$ cat src/rtl/iir_ctrl_pkg.sv
// Shared definitions for the IIR coefficient controller: register map,
// coefficient width and controller states.
package iir_ctrl_pkg;

   localparam int unsigned COEF_W   = 32;
   localparam int unsigned NUM_COEF = 13;

   typedef logic [COEF_W-1:0] coef_t;

   localparam logic [3:0] ADDR_B1    = 4'd0;
   localparam logic [3:0] ADDR_B2    = 4'd1;
   localparam logic [3:0] ADDR_B3    = 4'd2;
   localparam logic [3:0] ADDR_B4    = 4'd3;
   localparam logic [3:0] ADDR_B5    = 4'd4;
   localparam logic [3:0] ADDR_B6    = 4'd5;
   localparam logic [3:0] ADDR_B7    = 4'd6;
   localparam logic [3:0] ADDR_A2    = 4'd7;
   localparam logic [3:0] ADDR_A3    = 4'd8;
   localparam logic [3:0] ADDR_A4    = 4'd9;
   localparam logic [3:0] ADDR_A5    = 4'd10;
   localparam logic [3:0] ADDR_A6    = 4'd11;
   localparam logic [3:0] ADDR_A7    = 4'd12;
   localparam logic [3:0] ADDR_SCALE = 4'd13;

   typedef enum logic [1:0] {
      ST_IDLE      = 2'd0,
      ST_RUN       = 2'd1,
      ST_WAIT_DONE = 2'd2
   } ctrl_state_e;

endpackage

$ cat src/rtl/iir_coeff_bank.sv
// Double-buffered coefficient store: host writes land in the shadow bank,
// swap_i copies the whole shadow bank into the active bank in one cycle.
module iir_coeff_bank
   import iir_ctrl_pkg::*;
(
   input  logic       clk,
   input  logic       rst,
   input  logic       wr_i,
   input  logic [3:0] addr_i,
   input  coef_t      data_i,
   input  logic       swap_i,
   output coef_t      coef_o [NUM_COEF],
   output logic [2:0] scale_o
);

   coef_t      shadow_q [NUM_COEF];
   coef_t      shadow_d [NUM_COEF];
   coef_t      active_q [NUM_COEF];
   coef_t      active_d [NUM_COEF];
   logic [2:0] sh_scale_q, sh_scale_d;
   logic [2:0] act_scale_q, act_scale_d;

   always_comb begin
      shadow_d    = shadow_q;
      active_d    = active_q;
      sh_scale_d  = sh_scale_q;
      act_scale_d = act_scale_q;
      // Addresses 14 and 15 match nothing and are silently discarded.
      for (int unsigned i = 0; i < NUM_COEF; i++) begin
         if (wr_i && addr_i == 4'(i)) shadow_d[i] = data_i;
      end
      if (wr_i && addr_i == ADDR_SCALE) sh_scale_d = data_i[2:0];
      if (swap_i) begin
         active_d    = shadow_q;
         act_scale_d = sh_scale_q;
      end
   end

   always_ff @(posedge clk) begin
      if (rst) begin
         for (int unsigned i = 0; i < NUM_COEF; i++) begin
            shadow_q[i] <= '0;
            active_q[i] <= '0;
         end
         sh_scale_q  <= '0;
         act_scale_q <= '0;
      end else begin
         shadow_q    <= shadow_d;
         active_q    <= active_d;
         sh_scale_q  <= sh_scale_d;
         act_scale_q <= act_scale_d;
      end
   end

   assign coef_o  = active_q;
   assign scale_o = act_scale_q;

endmodule

$ cat src/rtl/iir_coeff_ctrl.sv
// Sample sequencer for an external IIR filter: starts one filter run per
// sample strobe, captures the result, and swaps coefficients only when idle.
module iir_coeff_ctrl
   import iir_ctrl_pkg::*;
#(
   parameter int unsigned TIMEOUT = 31
) (
   input  logic        clk,
   input  logic        rst,
   input  logic        cfg_wr,
   input  logic [3:0]  cfg_addr,
   input  logic [31:0] cfg_data,
   input  logic        cfg_commit,
   output logic        cfg_busy,
   input  logic        sample_strobe,
   output logic        filt_data_val,
   output logic [31:0] b1, b2, b3, b4, b5, b6, b7,
   output logic [31:0] a2, a3, a4, a5, a6, a7,
   output logic [2:0]  scale,
   input  logic [31:0] filt_out,
   input  logic        filt_out_val,
   output logic [31:0] sample_out,
   output logic        sample_out_val,
   output logic        overrun,
   output logic        timeout,
   input  logic        flag_clr
);

   localparam int unsigned CNT_W = $clog2(TIMEOUT + 2);

   ctrl_state_e state_q, state_d;
   logic             pending_q, pending_d;
   logic             strobe_q, strobe_d;
   logic [CNT_W-1:0] cnt_q, cnt_d, cnt_inc;
   logic [31:0]      sample_q, sample_d;
   logic             sval_q, sval_d;
   logic             overrun_q, overrun_d;
   logic             timeout_q, timeout_d;
   logic             swap, start, strobe_ok, overrun_set, timeout_set;
   coef_t            coef [NUM_COEF];

   assign cnt_inc   = cnt_q + CNT_W'(1);
   assign strobe_ok = (state_q == ST_IDLE) && !strobe_q;

   always_comb begin
      state_d     = state_q;
      pending_d   = pending_q | cfg_commit;
      strobe_d    = strobe_q | (sample_strobe & strobe_ok);
      cnt_d       = cnt_q;
      sample_d    = sample_q;
      sval_d      = 1'b0;
      swap        = 1'b0;
      start       = 1'b0;
      overrun_set = sample_strobe & ~strobe_ok;
      timeout_set = 1'b0;
      unique case (state_q)
         ST_IDLE: begin
            // A pending swap beats a queued strobe; the strobe waits one cycle.
            if (pending_q) begin
               swap      = 1'b1;
               pending_d = 1'b0;
            end else if (strobe_q) begin
               start    = 1'b1;
               strobe_d = 1'b0;
               cnt_d    = '0;
               state_d  = ST_RUN;
            end
         end
         ST_RUN: begin
            cnt_d = cnt_inc;
            if (filt_out_val) begin
               sample_d = filt_out;
               sval_d   = 1'b1;
               state_d  = ST_WAIT_DONE;
            end else if (cnt_inc == CNT_W'(TIMEOUT)) begin
               timeout_set = 1'b1;
               state_d     = ST_IDLE;
            end
         end
         ST_WAIT_DONE: state_d = ST_IDLE;
         default:      state_d = ST_IDLE;
      endcase
      overrun_d = flag_clr ? 1'b0 : (overrun_q | overrun_set);
      timeout_d = flag_clr ? 1'b0 : (timeout_q | timeout_set);
   end

   always_ff @(posedge clk) begin
      if (rst) begin
         state_q   <= ST_IDLE;
         pending_q <= 1'b0;
         strobe_q  <= 1'b0;
         cnt_q     <= '0;
         sample_q  <= '0;
         sval_q    <= 1'b0;
         overrun_q <= 1'b0;
         timeout_q <= 1'b0;
      end else begin
         state_q   <= state_d;
         pending_q <= pending_d;
         strobe_q  <= strobe_d;
         cnt_q     <= cnt_d;
         sample_q  <= sample_d;
         sval_q    <= sval_d;
         overrun_q <= overrun_d;
         timeout_q <= timeout_d;
      end
   end

   iir_coeff_bank u_bank (
      .clk     (clk),
      .rst     (rst),
      .wr_i    (cfg_wr & ~pending_q),
      .addr_i  (cfg_addr),
      .data_i  (cfg_data),
      .swap_i  (swap),
      .coef_o  (coef),
      .scale_o (scale)
   );

   assign b1 = coef[ADDR_B1];
   assign b2 = coef[ADDR_B2];
   assign b3 = coef[ADDR_B3];
   assign b4 = coef[ADDR_B4];
   assign b5 = coef[ADDR_B5];
   assign b6 = coef[ADDR_B6];
   assign b7 = coef[ADDR_B7];
   assign a2 = coef[ADDR_A2];
   assign a3 = coef[ADDR_A3];
   assign a4 = coef[ADDR_A4];
   assign a5 = coef[ADDR_A5];
   assign a6 = coef[ADDR_A6];
   assign a7 = coef[ADDR_A7];

   assign cfg_busy       = pending_q;
   assign filt_data_val  = start;
   assign sample_out     = sample_q;
   assign sample_out_val = sval_q;
   assign overrun        = overrun_q;
   assign timeout        = timeout_q;

endmodule

$ cat config.mk
export PLATFORM = sky130hd
export DESIGN_NAME = iir_coeff_ctrl
export DESIGN_NICKNAME = d
export VERILOG_FILES = /design/src/rtl/iir_ctrl_pkg.sv /design/src/rtl/iir_coeff_bank.sv /design/src/rtl/iir_coeff_ctrl.sv
export SDC_FILE = /design/constraint.sdc
export NUM_CORES = 2
export LEC_CHECK = 0
export CORE_MARGIN = 2
export CORE_UTILIZATION = 45
export CTS_CLUSTER_SIZE = 40
export DETAILED_ROUTE_END_ITERATION = 12
export GPL_TIMING_DRIVEN = 0
export PLACE_DENSITY = 0.81
export SKIP_CTS_REPAIR_TIMING = 1
export SLEW_MARGIN = 20
export SYNTH_ARGS = -nofsm -noshare
export SYNTH_HDL_FRONTEND = slang
export SYNTH_SLANG_ARGS = --single-unit
export TNS_END_PERCENT = 20
$ cat constraint.sdc
create_clock -name clk -period 3.8 [get_ports clk]
set_input_delay 0.76 -clock clk [delete_from_list [all_inputs] [get_ports clk]]
set_output_delay 0.76 -clock clk [all_outputs]
set_load 0.02 [all_outputs]
# After elaboration in Yosys (flattened, before gate mapping)
# Index checks and enable logic that the tools add are counted.
[word_totals]
mem_bits_rw = 0
n_memories = 0
output_inout_bits = 456
wordCells = 111
latch_bits = 0
register_bits = 883
inputBits = 75
romBits = 0
[classes]
n_div = 0
order_cmp = 0
reduce_logical = 24
mux = 22
n_mul = 0
eq_ne = 18
shifts = 0
n_bitwise = 10
n_addsub = 1
[op_table]
columns = ["op", "count"]
rows = [
  ["== test 4 bit, second input constant", 6],
  ["== test 4 x 3 -> 1 bit, second input constant", 4],
  ["logical AND 1 bit", 15],
  ["2-to-1 mux 1 bit", 14],
  ["2-to-1 mux 6 bit", 2],
  ["case mux 6 bit (2 select lines)", 1],
  ["== test 4 x 2 -> 1 bit, second input constant", 2],
  ["2-to-1 mux 2 bit", 4],
  ["adder 6 x 1 -> 6 bit, second input constant", 1],
  ["== test 6 x 5 -> 1 bit, second input constant", 1],
  ["AND reduction 3 bit", 2],
  ["== test 4 x 1 -> 1 bit, second input constant", 1],
  ["logical NOT 4 bit", 1],
  ["inequality test 2 bit, second input constant", 2],
  ["bitwise OR 1 bit", 4],
  ["case mux 2 bit (2 select lines)", 1],
  ["OR reduction 2 bit", 2],
  ["AND 1 bit", 3],
  ["inequality test 3 bit, second input constant", 1],
  ["NOT 1 bit", 3],
  ["== test 2 x 1 -> 1 bit, second input constant", 1],
  ["logical NOT 2 bit", 1],
  ["AND reduction 2 bit", 1],
  ["nonzero test 2 bit", 1],
  ["logical NOT 1 bit", 1],
]

# Logic depth before layout (Yosys ltp)
[depth]
ltp_word = 7
depth_mapped = 7
mapped_depth_nobuf = 5

# By module
# Synthesis repeated with hierarchy kept, for this count alone.
[hier_totals]
cells_unflattened = 2997
area_unflattened_um2 = 32628.8
[by_module_without_submodules]
columns = ["mod", "seq_area_each_um2", "n_inst", "cells_per_inst", "area_per_inst_um2"]
rows = [
  ["iir_coeff_bank", 16776.1, 1, 2787, 30918.4],
  ["iir_coeff_ctrl", 900.9, 1, 210, 1710.4],
]

# Least setup slack after synthesis
# Ideal clock, no wire load.
[synth_timing]
path_type = "input-to-reg"
start = "in cfg_addr[3]"
end = "reg u_bank.shadow_q[65] (netlist name)"
path_buffers = 3
stages = 7
required_time_ns = 3.730
setup_ns = 0.070
slack_ns = 1.883
t_arrival_ns = 1.847
path_cell_list = "buf_2 nor2b_1 and2_1 clkbuf_1 buf_2 nand2_1 a21oi_1"
[synth_via]
elab_chain_cells = 2
[synth_rtl]
columns = ["item", "line", "source"]
rows = [
  ["start: declaration", "iir_coeff_ctrl.sv:11", "input logic [3:0] cfg_addr,"],
  ["== test 4 bit", "iir_coeff_bank.sv:30", "if (wr_i && addr_i == 4'(i)) shadow_d[i] = data_i;"],
  ["logical AND 1 bit", "iir_coeff_bank.sv:30", ""],
  ["end signal: assignment", "iir_coeff_bank.sv:48", "shadow_q <= shadow_d;"],
  ["end: declaration", "iir_coeff_bank.sv:16", "coef_t shadow_q [NUM_COEF];"],
]
# No other way between the ends.
# A chain may end at the register's enable or synchronous reset.

# Worst setup path after layout
[layout_timing]
start = "reg pending_q (netlist: cfg_busy)"
end = "out filt_data_val"
[layout_via]
elab_chain_cells = 2
[layout_rtl]
columns = ["item", "line", "source"]
rows = [
  ["start: declaration", "iir_coeff_ctrl.sv:32", "logic pending_q, pending_d;"],
  ["start signal: assignment", "iir_coeff_ctrl.sv:99", "pending_q <= pending_d;"],
  ["2-to-1 mux 1 bit", "iir_coeff_ctrl.sv:59", "if (pending_q) begin"],
  ["2-to-1 mux 1 bit", "iir_coeff_ctrl.sv:56", "unique case (state_q)"],
  ["end: declaration", "iir_coeff_ctrl.sv:16", "output logic filt_data_val,"],
]
# No other way between the ends.

==> metrics.csv <==
metric;value;unit
Post-Place Cells;5306;
post-layout util;59.6;%
GR Util All Layers;30.6;%
Storage cell area;17700;µm²
fin crit period;2.91;ns
Critical Path AT;2.15;ns
Via density;5.33;
Synth area leader;dfxtp_1;
peak fanout along the critical path;10;
CTS tree;yes;
Hold WC Path Type;reg2reg;
VDD IR max;0.425;mV
Max Cap Viol;0;
Netlist Area Pre-Place;30400;µm²
gr ovfl total;0;
Core Area;67000;µm²
Yosys cell types;36;
commonest non-fill, non-tap cells in the layout;nand2_1 (1751), dfxtp_1 (883), a21oi_1 (874), clkdlybuf4s50_1 (529), clkbuf_1 (267);
Slew @ Worst Pin;1.19;ns
RSZ-0062 raised after global routing;false;
Initial Utilization;45.3;%
CP Class;reg2out;
register bit total from synthesis;883;
most common cell after layout, fill and taps aside;nand2_1;
Nets;4600;
top post-synthesis cells by area;dfxtp_1 (58%), nand2_1 (22%), a21oi_1 (14%);
maximum clock rate;344;MHz
critical-path cell list;buf_2, nor3_1, nand2_1, inv_1, clkdlybuf4s50_1;
std cell rows;95;
fill cell count;5816;
PwrDens;496;nW/µm²
Iter 0 DRT Violations;2844;
YS warnings;0;
Net Count, Synth;3981;
cells after synthesis;3904;
# DRC;0;
RD Place Congestion;0.915;
antenna violations before repair;5;
first-pass GRT wire length;161000;µm
final-report max-slew violation count;0;
final hold viol count;0;
routed len/inst;20.3;µm
Rel. slew slack;20.4;%
clock slew at reported path FFs;0.07;ns
crit path max-delay cell type;clkdlybuf4s50_1;
largest stage delay on the critical path;0.60;ns
Yosys top cell area share;58.2;%
CTS root buf;clkbuf_16;
TNS Setup;0;ns
H-tree depth;3;
# setup viols final;0;
HPWL Detailed;76200;µm
Seq/Total Area, Yosys;58.2;%
worst path required time;3.04;ns
status;completed;
final cycle utilization of the critical path;76.5;%
Die H;264;µm
Non-Filler Instances;5469;
area grow syn2layout;31.4;%
share of layout cells above drive strength 1;4.72;%
skew final;0.0265;ns
Die X;264;µm
Buf/Inv on CP;3;
Multi-input gate area;11500;µm²
CTS Buf Count;88;
Max Root-Sink Buffers;3;
Synth Area per Inst;7.78;µm²
die area;69600;µm²
leakage;13.0;nW
via count;29100;
IO Count;531;
drt first pass iters;6;
Total Power;0.0198;W
CP startpoint kind;register;
Port Buf Inserts;529;
Worst setup EP type;output port;
largest net degree at the start of global routing;16;
clk sinks;883;
antenna viol nets, final;0;
overall routed net length;111000;µm
crit-path leading delay family;buffers and inverters;
Clock Latency Late Sink;0.64;ns
vias in the first global route;27200;
==> sequential cells by signal, indices dropped and copies added, names as in the netlist <==
signal             cells
u_bank.sh_scale_q      3
overrun                1
sample_out            32
cfg_busy               1
u_bank.scale_o         3
strobe_q               1
timeout                1
sample_out_val         1
u_bank.coef_o        416
u_bank.shadow_q      416
state_q                2
cnt_q                  6
==> cell usage after synthesis (all sizes together) <==
library cell,n
o21ai,2
dfxtp,883
and3,2
and4b,2
nand4b,2
nand3b,1
nor2b,4
or4b,1
xor2,2
a211oi,1
nor2,22
a31oi,2
nand4,1
nand2b,4
xnor2,1
ha,2
inv,2
or3,2
a21oi,874
buf,29
o21bai,1
mux2i,3
nor4b,1
clkbuf,288
a22oi,1
a21o,1
nand2,1751
and2,6
nand4bb,1
nor3,7
and4bb,2
nand3,3
==> stage by stage <==
step,instance area [µm²],setup WS (ns),hold slack (ns)
2_1_floorplan,30400,1.88,0.431
3_3_place_gp,36800,0.576,0.437
3_5_place_dp,36800,0.510,0.442
4_1_cts,39900,0.873,0.446
5_1_grt,39900,0.760,0.460
6_report,39900,0.894,0.439
==> path summary, 6_finish.rpt <==
check / startpoint / to / slack (ns) / cells past startpoint
setup / recovery: cfg_busy / filt_data_val / 0.89 / 5
hold / removal: u_bank.shadow_q[250] / u_bank.coef_o[250] / 0.44 / 2
setup reg to reg: cfg_busy / u_bank.coef_o[223] / 1.02 / 7
hold reg to reg: u_bank.shadow_q[250] / u_bank.coef_o[250] / 0.44 / 2
==> tightest hold or removal path, stage by stage (launching register included) <==
cell and delay, ns:
dfxtp_1 0.31, nand2_1 0.05, a21oi_1 0.05
==> power by group <==
| group | internal [W] | switching [W] |
|---|---|---|
| Combinational | 0.000256 | 0.000893 |
| Sequential | 0.00933 | 0.0000466 |
| Clock | 0.00547 | 0.00379 |
==> layout make-up <==
cell class / instances / share of cell area [%]
diodes: 3 / 0.0188
plain buffers: 317 / 3.21
clock buffers: 117 / 6.26
clock inverters: 43 / 1.50
inverters: 2 / 0.0188
multi-input cells: 2702 / 28.7
flip-flops and latches: 883 / 44.3
well taps: 873 / 2.74
repair buffers: 529 / 13.3
==> metal layers <==
metal	vias up	wire length [µm]	GRT usage (%)
li1	13800	-	-
met1	13700	42900	37.1
met2	1357	50800	49.5
met3	300	10800	7.62
met4	6	6680	17.5
met5	-	45	0
==> cell families after synthesis <==
kind of cell             count (synthesis)  share of synthesized area (%)
flip-flops                             883                           58.2
buffers and inverters                  319                           4.12
adder cells (fa/ha/maj)                  2                         0.0823
AND/OR/NAND/NOR                       1812                           22.9
multiplexers                             3                         0.0988
AO/OA/AOI/OAI                          882                           14.6
XOR/XNOR                                 3                         0.0865
Power figures use the tool's default switching activity.
